[config.mk]
export PLATFORM = sky130hd
export DESIGN_NAME = pc_gen
export DESIGN_NICKNAME = d
export VERILOG_FILES = /design/src/rtl/pc_gen_pkg.sv /design/src/rtl/pc_ras.sv /design/src/rtl/pc_gen.sv
export SDC_FILE = /design/constraint.sdc
export NUM_CORES = 1
export LEC_CHECK = 0
export CAP_MARGIN = 10
export CORE_UTILIZATION = 45
export DETAILED_ROUTE_END_ITERATION = 7
export GPL_TIMING_DRIVEN = 0
export PLACE_DENSITY = 0.82
export RECOVER_POWER = 100
export SLEW_MARGIN = 20
export SYNTH_ARGS = -nofsm -noshare
export SYNTH_HDL_FRONTEND = slang
export SYNTH_HIERARCHICAL = 1
export SYNTH_SLANG_ARGS = --single-unit
[constraint.sdc]
create_clock -name clk -period 2.6 [get_ports clk]
set_input_delay 0.65 -clock clk [delete_from_list [all_inputs] [get_ports clk]]
set_output_delay 0.65 -clock clk [all_outputs]
set_load 0.02 [all_outputs]
[src/rtl/pc_gen_pkg.sv]
// Shared definitions for the fetch PC generator: fetch source encodings and
// the default sequential step.
package pc_gen_pkg;

    typedef enum logic [1:0] {
        SRC_SEQ   = 2'd0,
        SRC_PRED  = 2'd1,
        SRC_RAS   = 2'd2,
        SRC_REDIR = 2'd3
    } fetch_src_e;

    localparam int DEF_INST_BYTES = 4;

endpackage

[src/rtl/pc_ras.sv]
// Circular return-address stack: pop-then-push when both are requested,
// push while full overwrites the oldest entry.
module pc_ras #(
    parameter int ADDR_W    = 32,
    parameter int RAS_DEPTH = 4
) (
    input  logic              clk,
    input  logic              rst_n,
    input  logic              push,
    input  logic              pop,
    input  logic              clear,
    input  logic [ADDR_W-1:0] wdata,
    output logic [ADDR_W-1:0] top,
    output logic              empty
);

    localparam int PTR_W = $clog2(RAS_DEPTH);
    localparam int CNT_W = PTR_W + 1;

    logic [PTR_W-1:0]  ptr_p0;
    logic [CNT_W-1:0]  cnt_p0;
    logic [ADDR_W-1:0] mem [RAS_DEPTH];

    logic             do_pop;
    logic [PTR_W-1:0] pop_ptr;

    assign empty   = (cnt_p0 == '0);
    assign do_pop  = pop & ~empty;
    assign pop_ptr = do_pop ? ptr_p0 - PTR_W'(1) : ptr_p0;
    assign top     = mem[ptr_p0 - PTR_W'(1)];

    // ---- stage p0: pointer/count (control) ----
    always_ff @(posedge clk or negedge rst_n) begin
        if (!rst_n) begin
            ptr_p0 <= '0;
            cnt_p0 <= '0;
        end else if (clear) begin
            ptr_p0 <= '0;
            cnt_p0 <= '0;
        end else begin
            ptr_p0 <= push ? pop_ptr + PTR_W'(1) : pop_ptr;
            if (do_pop && !push)
                cnt_p0 <= cnt_p0 - CNT_W'(1);
            else if (push && !do_pop && cnt_p0 != CNT_W'(RAS_DEPTH))
                cnt_p0 <= cnt_p0 + CNT_W'(1);
        end
    end

    // ---- stage p0: entry storage (data, no reset) ----
    always_ff @(posedge clk) begin
        if (push && !clear)
            mem[pop_ptr] <= wdata;
    end

endmodule

[src/rtl/pc_gen.sv]
// Fetch program-counter generator: priority redirect > RAS > predictor > sequential.
// Optional return-address stack enabled by defining PC_GEN_RAS_EN.
module pc_gen
    import pc_gen_pkg::*;
#(
    parameter int                ADDR_W     = 32,
    parameter int                INST_BYTES = DEF_INST_BYTES,
    parameter logic [ADDR_W-1:0] RESET_PC   = '0,
    parameter int                RAS_DEPTH  = 4
) (
    input  logic              clk,
    input  logic              rst_n,
    input  logic              rdy,
    input  logic              redirect_valid,
    input  logic [ADDR_W-1:0] redirect_pc,
    input  logic              pred_taken,
    input  logic [ADDR_W-1:0] pred_pc,
    input  logic              pred_call,
    input  logic              pred_ret,
    input  logic              fetch_ready,
    output logic              fetch_valid,
    output logic [ADDR_W-1:0] fetch_pc,
    output logic [1:0]        fetch_src
);

    function automatic logic [ADDR_W-1:0] align_pc(input logic [ADDR_W-1:0] pc);
        return pc & ~ADDR_W'(INST_BYTES - 1);
    endfunction

    logic              vld_p0;
    logic [ADDR_W-1:0] pc_p0;
    fetch_src_e        src_p0;

    logic              vld_nxt;
    logic [ADDR_W-1:0] pc_nxt;
    fetch_src_e        src_nxt;

    logic [ADDR_W-1:0] seq_pc;
    logic [ADDR_W-1:0] ras_top;
    logic              ras_hit;
    logic              ras_push;
    logic              ras_pop;
    logic              ras_clear;

    assign seq_pc = pc_p0 + ADDR_W'(INST_BYTES);

`ifdef PC_GEN_RAS_EN
    logic ras_empty;

    pc_ras #(
        .ADDR_W    (ADDR_W),
        .RAS_DEPTH (RAS_DEPTH)
    ) u_ras (
        .clk   (clk),
        .rst_n (rst_n),
        .push  (ras_push),
        .pop   (ras_pop),
        .clear (ras_clear),
        .wdata (seq_pc),
        .top   (ras_top),
        .empty (ras_empty)
    );

    assign ras_hit = pred_ret & ~ras_empty;
`else
    logic unused_ras;

    assign ras_top    = '0;
    assign ras_hit    = 1'b0;
    assign unused_ras = ^{pred_call, pred_ret, ras_push, ras_pop, ras_clear};
`endif

    always_comb begin
        vld_nxt   = vld_p0;
        pc_nxt    = pc_p0;
        src_nxt   = src_p0;
        ras_push  = 1'b0;
        ras_pop   = 1'b0;
        ras_clear = 1'b0;
        if (rdy) begin
            if (redirect_valid) begin
                vld_nxt   = 1'b1;
                pc_nxt    = align_pc(redirect_pc);
                src_nxt   = SRC_REDIR;
                ras_clear = 1'b1;
            end else if (!vld_p0) begin
                vld_nxt = 1'b1;
            end else if (fetch_ready) begin
                ras_push = pred_call;
                if (ras_hit) begin
                    pc_nxt  = ras_top;
                    src_nxt = SRC_RAS;
                    ras_pop = 1'b1;
                end else if (pred_taken) begin
                    pc_nxt  = align_pc(pred_pc);
                    src_nxt = SRC_PRED;
                end else begin
                    pc_nxt  = seq_pc;
                    src_nxt = SRC_SEQ;
                end
            end
        end
    end

    // ---- stage p0: presented fetch address ----
    always_ff @(posedge clk or negedge rst_n) begin
        if (!rst_n) begin
            vld_p0 <= 1'b0;
            pc_p0  <= RESET_PC;
            src_p0 <= SRC_SEQ;
        end else begin
            vld_p0 <= vld_nxt;
            pc_p0  <= pc_nxt;
            src_p0 <= src_nxt;
        end
    end

    assign fetch_valid = vld_p0;
    assign fetch_pc    = pc_p0;
    assign fetch_src   = src_p0;

endmodule
; ---- Word level (Yosys, flattened, before mapping)
; Cells that the tools add are included.
[word_totals]
regBits = 35
out_inout_bits = 35
wordCells = 15
[op_classes]
addsub = 1
muxes = 8
reduce_logical = 3
[ops]
columns = operator, n
row1 = 2-to-1 mux 32 bit, 4
row2 = adder 32 x 3 -> 32 bit (second input constant), 1
row3 = 2-to-1 mux 2 bit, 3
row4 = nonzero test 2 bit, 2
row5 = AND reduction 3 bit, 1
row6 = 2-to-1 mux 1 bit, 1

; ---- Logic depth before layout (Yosys ltp)
; Gate-level depths: netlist of run 1.
[logic_depth]
ltp_word = 5
ltp_mapped = 6
ltp_nobuf = 6

; ---- Least setup slack after synthesis of run 1
; OpenSTA, ideal clock, no wires.
[synth_path]
kind = register to register
startpoint = reg pc_p0[2] (netlist: fetch_pc[2])
endpoint = reg pc_p0[30] (netlist: fetch_pc[30])
setup_ps = 136
arrival_time_ps = 1698
setup_slack_ps = 766
path_stages_with_launch = 7
cell_sequence = dfrtp_1 -> ha_1 -> nand3_1 -> nor2_1 -> nand2_2 -> o311ai_1 -> nand3_1
[synth_between]
elab_chain_len = 5
[synth_lines]
columns = element, line
row1 = "start, declared", pc_gen.sv:31  ; logic [ADDR_W-1:0] pc_p0;
row2 = "start signal, assigned", pc_gen.sv:113  ; pc_p0 <= pc_nxt;
row3 = adder 32 x 3 -> 32 bit, pc_gen.sv:45  ; assign seq_pc = pc_p0 + ADDR_W'(INST_BYTES);
row4 = 2-to-1 mux 32 bit, pc_gen.sv:94  ; end else if (pred_taken) begin
row5 = 2-to-1 mux 32 bit, pc_gen.sv:88  ; end else if (fetch_ready) begin
row6 = 2-to-1 mux 32 bit, pc_gen.sv:86  ; end else if (!vld_p0) begin
row7 = 2-to-1 mux 32 bit, pc_gen.sv:81  ; if (redirect_valid) begin
; Every way passes these cells. The select of a mux whose other input is x is not followed.
; A chain may end at the register's enable or synchronous reset.

; ---- Worst setup path after layout of run 1
[layout_path]
startpoint = in redirect_valid
endpoint = reg pc_p0[20] (netlist: fetch_pc[20])
[layout_between]
elab_chain_len = 2
[layout_lines]
columns = element, line
row1 = "start, declared", pc_gen.sv:14  ; input logic redirect_valid,
row2 = nonzero test 2 bit (no line), --
row3 = AND reduction 3 bit (no line), --
; Several ways; a longest one is shown, not always the timed one.

==> impl_metrics.json, run 1 <==
{
  "status": "finished clean",
  "cp.buffers_inverters": 2,
  "htree_levels": 2,
  "fp.coreArea_sq_mm": 0.00507,
  "die_area_sq_mm": 0.00555,
  "async_flop_share_pct": 100,
  "die-width_um": 74.5,
  "cp_slowest_cell": "clkdlybuf4s50_1",
  "clk_latency_ps": 290,
  "tns_ps": 0,
  "syn_inst": 271,
  "cts_sinks": 33,
  "nNetsFinal": 450,
  "wl_per_cell_um": 17.5,
  "max_stage_delay_ps": 580,
  "finalHoldViolations": 0,
  "port_buffers": 97,
  "wirelength_um": 7810,
  "p_per_area_mw_per_mm2": 490,
  "grt_max_degree": 25,
  "fmax_ghz": 0.427,
  "syn_avg_cell_area_sq_um": 8.74,
  "place.gp.congestion": 0.818,
  "cts_tree": "built",
  "post_drt_via_cell_ratio": 5.93,
  "post_cts_resize_count": 0,
  "hold_buffers": 0,
  "grt_pass1_vias": 2504,
  "critPathRequiredTime_ps": 2760,
  "start_kind": "input port",
  "period_share_pct": 90.0,
  "critPathKind": "input port to flop",
  "grt.total_usage_pct": 29.5,
  "relSlewSlack_pct": 8.21,
  "placedInstanceArea_sq_mm": 0.00344,
  "antenna_found_initial": 0,
  "cts.clk_slew.worst_paths_ps": 70,
  "routed-via-count": 2651,
  "fill_cells": 439,
  "rsz0062_at_grt": "false",
  "irDropWorstVdd_mv": 0.279,
  "cpLargestDelayFamily": "buffers and inverters",
  "startpoint": "redirect_valid",
  "hold_class": "input port to asynchronous set/reset pin",
  "fin_crit_ps": 2340,
  "ys_warn_count": 6,
  "setup_violations": 0,
  "r2r_start": "fetch_pc[2]",
  "post_cts_buffers": 0,
  "syn2layout_area_growth_pct": 47.7,
  "arrival_ps": 2500,
  "yosys_most_used_dff": "dfrtp_1",
  "synth-edff-count": 0,
  "antenna_cells": 0,
  "critPathCaptureType": "flop",
  "final_common_cell": "clkdlybuf4s50_1",
  "drtIter0Drc": 222,
  "postRouteAntennaNets": 0,
  "drc_errors": 0,
  "finalInstanceArea_sq_mm": 0.00350,
  "detailedPlacementHpwl_um": 5750,
  "initial_core_util_pct": 46.6,
  "rows": 26,
  "cts_buffers": 5,
  "leakage_nw": 1.42,
  "synth.distinct_cells": 54,
  "fp.dieH_um": 74.5,
  "gr-total-overflow": 0,
  "drive_gt1_share_pct": 6.90,
  "synth_area_sq_mm": 0.00237,
  "most-common-layout-cells": "clkdlybuf4s50_1 (63), o21ai_0 (37), dfrtp_1 (33), dlygate4sd3_1 (33)",
  "maxCapViolCount": 0,
  "worstPathMaxFanout": 10,
  "crit_chain": "clkdlybuf4s50_1 > a21o_1 > nand2_1 > clkbuf_1 > a222oi_1 > o21ai_0",
  "worst_pin_slew_ps": 1380,
  "io_pins": 107,
  "synth-seq-cells": 33,
  "ys_seq_area_share_pct": 34.9,
  "clk_path_buf_depth": 2,
  "cts_root_buffer": "clkbuf_8",
  "skew_ps": 7.05,
  "first_pass_iters": 5,
  "grt_pass1_wl_um": 12300,
  "maxSlewViolCount": 0
}
[path summary, 6_finish.rpt]
check	end	slack [ps]	cells after the start
max in group asynchronous	fetch_pc[12]	650	2
min	fetch_pc[31]	300	1
max	fetch_pc[20]	260	6
max reg2reg	fetch_pc[30]	520	6
min reg2reg	fetch_src[1]	470	1
min in group clk	fetch_src[1]	470	1
[kinds of logic after synthesis]
group / after synthesis / share of synthesized area [%]
simple gates: 98 / 25.3
compound gates: 87 / 23.4
flops: 33 / 34.9
buf+inv: 25 / 5.92
xor+xnor: 21 / 7.77
mux: 5 / 2.11
fa+ha+maj: 1 / 0.528
other cells: 1 / 0.158
[power breakdown]
part           internal (W)  total [W]  switching (W)
clock              0.000210   0.000407       0.000197
sequential         0.000587   0.000709       0.000121
combinational      0.000301   0.000599       0.000298
[stage by stage]
stage	power (W)	util [%]	setup WS (ps)	std cells	hold slack, ps
2_1_floorplan	0.00101	-	766	272	354
4_1_cts	0.00176	69.6	313	447	220
3_3_place_gp	0.00133	67.6	5.76	439	463
3_5_place_dp	0.00135	67.9	28.0	440	466
5_1_grt	0.00181	68.9	128	447	348
6_report	0.00171	68.9	260	447	302
[synthesized netlist by cell type, types with 2 or more instances]
cell type / n / share of area (%)
a21o_1: 2 / 0.63
inv_1: 7 / 1.1
dfrtp_1: 33 / 35
nand3_2: 2 / 0.85
o21ai_1: 12 / 2.5
buf_4: 3 / 0.95
nor4_4: 2 / 1.8
xnor2_1: 4 / 1.5
o21ai_0: 28 / 5.9
clkbuf_8: 2 / 1.2
buf_6: 2 / 0.95
a22oi_1: 4 / 1.3
nand4_1: 5 / 1.3
a211oi_1: 2 / 0.63
nand2_1: 18 / 2.9
nand4_2: 2 / 1.1
o311ai_1: 2 / 0.74
mux2i_1: 5 / 2.1
a21oi_1: 15 / 3.2
and3_1: 15 / 4.0
nor2_1: 19 / 3.0
a222oi_1: 7 / 3.0
clkbuf_1: 10 / 1.6
and2_1: 2 / 0.53
a221oi_1: 6 / 2.2
and4_1: 2 / 0.74
nand3_1: 13 / 2.7
nand2_2: 2 / 0.53
nor3_1: 3 / 0.63
xor2_1: 17 / 6.3
nor4_2: 2 / 1.1
[worst reg2reg max path, stage by stage, from the launching register on]
cell and delay [ps]:
dfrtp_1 450, ha_1 280, nand3_1 160, nor2_1 510, nand2_2 150, o311ai_1 300
nand3_1 110
[cell type report]
type                            instances  area (sq um)  share of cell area (%)
Buffer                                 17           110                    3.15
Inverter                                8          30.0                   0.859
Sequential cell                        33           826                    23.6
Timing Repair Buffer                   98           968                    27.7
Tap cell                               70          87.6                    2.51
Clock buffer                            7          86.3                    2.47
Multi-Input combinational cell        214          1390                    39.7
[flip-flops by register name, summed over array words and instances (netlist names)]
register	flops
fetch_pc	30
fetch_src	2
fetch_valid	1
[routing by layer]
layer,vias up,global-route usage (%),wire length [um],share of wire (%)
met1,1279,39.3,3330,43
met5,-,0,0,0
met2,134,49.1,3840,49
met3,15,4.07,508,6.5
met4,0,10.5,126,1.6
li1,1223,-,-,-
Power figures use the tool's default switching activity.
==> run 2, diff against run 1 <==
==> constraint.sdc (replaced) <==
create_clock -name clk -period 3 [get_ports clk]
set_input_delay 0.75 -clock clk [delete_from_list [all_inputs] [get_ports clk]]
set_output_delay 0.75 -clock clk [all_outputs]
set_load 0.02 [all_outputs]
==> impl_metrics.json, run 2 (synthesis results as in run 1) <==
{
  "cts_tree": "built",
  "instances_no_fill": 447,
  "crit_chain": "dlygate4sd3_1 > clkbuf_1 > clkbuf_1 > nand2_1 > a21oi_1 > a21oi_1 > nand3_1",
  "cts_sinks": 33,
  "initial_core_util_pct": 46.6,
  "rsz0062_at_grt": "false",
  "p_total_w": 0.00149,
  "finalHoldViolations": 0,
  "post_drt_via_cell_ratio": 5.99,
  "fp.dieH_um": 74.5,
  "critPathKind": "input port to flop",
  "fmax_ghz": 0.381,
  "seq_area_sq_um": 826,
  "cp_slowest_cell": "dlygate4sd3_1",
  "clk_latency_ps": 290,
  "antenna_found_initial": 0,
  "skew_ps": 6.64,
  "wirelength_um": 7830,
  "htree_levels": 2,
  "antenna_cells": 0,
  "final_common_cell": "clkdlybuf4s50_1",
  "irDropWorstVdd_mv": 0.241,
  "tns_ps": 0,
  "most-common-layout-cells": "clkdlybuf4s50_1 (61), o21ai_0 (36), dlygate4sd3_1 (35)",
  "place.gp.congestion": 0.818,
  "hold_buffers": 0,
  "cts.clk_slew.worst_paths_ps": 70,
  "drc_errors": 0,
  "rows": 26,
  "clk_path_buf_depth": 2,
  "placed_cells": 440,
  "grt_pass1_wl_um": 12300,
  "critPathCaptureType": "flop",
  "status": "finished clean",
  "cts_root_buffer": "clkbuf_8",
  "relSlewSlack_pct": 5.42,
  "critPathRequiredTime_ps": 3230,
  "setup_violations": 0,
  "period_share_pct": 87.6,
  "wl_per_cell_um": 17.5,
  "nNetsFinal": 450,
  "hold_class": "input port to asynchronous set/reset pin",
  "largest_register_ffs": 30,
  "die_area_sq_mm": 0.00555,
  "post_cts_buffers": 0,
  "grt_max_degree": 25,
  "p_per_area_mw_per_mm2": 427,
  "cts_buffers": 5,
  "arrival_ps": 2850,
  "grt_pass1_vias": 2504,
  "gr-total-overflow": 0,
  "drtIter0Drc": 238,
  "leakage_nw": 1.41,
  "start_kind": "input port",
  "holdWs_ps": 400,
  "worst_pin_slew_ps": 1420,
  "worstPathMaxFanout": 10,
  "fill_cells": 440,
  "drive_gt1_share_pct": 6.63,
  "syn2layout_area_growth_pct": 47.3,
  "fin_crit_ps": 2630,
  "grt.total_usage_pct": 29.5,
  "die-width_um": 74.5,
  "maxCapViolCount": 0,
  "maxSlewViolCount": 0,
  "port_buffers": 97,
  "postRouteAntennaNets": 0,
  "max_stage_delay_ps": 630,
  "first_pass_iters": 6,
  "multiInputGateArea_sq_mm": 0.00139,
  "io_pins": 107,
  "routed-via-count": 2677,
  "fp.coreArea_sq_mm": 0.00507,
  "post_cts_resize_count": 0,
  "detailedPlacementHpwl_um": 5750
}
## run 2: cell count changes in the layout (fill, tap and decap cells not counted)
cell | before | now
o21ai_0 | 37 | 36
dlygate4sd3_1 | 33 | 35
and2_0 | 0 | 1
o21ai_1 | 3 | 4
and2_1 | 2 | 1
clkbuf_1 | 13 | 14
clkdlybuf4s50_1 | 63 | 61
clkbuf_8 | 8 | 7
## run 2: worst paths after layout
path	from	end	slack, ps	depth (start not counted)
max	redirect_valid	fetch_pc[30]	370	7
max in group asynchronous	rst_n	fetch_pc[12]	910	2
min in group clk	fetch_src[1]	fetch_src[1]	470	1
min	rst_n	fetch_pc[31]	400	1
min reg2reg	fetch_src[1]	fetch_src[1]	470	1
max reg2reg	fetch_pc[2]	fetch_pc[30]	910	6
## run 2: routing by layer
metal | wire [um] | vias up | global-route usage [%]
li1 | - | 1226 | -
met1 | 3320 | 1301 | 39.3
met2 | 3850 | 135 | 49.1
met3 | 533 | 15 | 4.07
met4 | 126 | 0 | 10.5
met5 | 0 | - | 0
## run 2: area by class of cell
type | count | share of cell area [%]
flip-flops and latches | 33 | 23.7
multi-input cells | 214 | 39.8
plain buffers | 17 | 2.87
well taps | 70 | 2.51
clock buffers | 7 | 2.48
repair buffers | 98 | 27.8
inverters | 8 | 0.861
## run 2: worst max-delay path, delay by kind of cell
kind,cells,cell delay (ps)
buf+inv,3,1610
compound gates,2,260
simple gates,2,220
## run 2: per-stage QoR
| step | setup slack (ps) | util [%] | cell area [sq um] |
|---|---|---|---|
| floorplan | 1170 | - | 2370 |
| global placement | 306 | 67.6 | 3430 |
| detailed placement | 328 | 67.9 | 3440 |
| CTS | 613 | 69.6 | 3530 |
| global route | 261 | 68.7 | 3490 |
| finish | 373 | 68.7 | 3490 |
## run 2: report_power, final
part           total [W]  switching (W)  internal [W]
clock           0.000355       0.000173      0.000182
combinational   0.000518       0.000259      0.000259
sequential      0.000614       0.000105      0.000509
total            0.00149       0.000537      0.000951
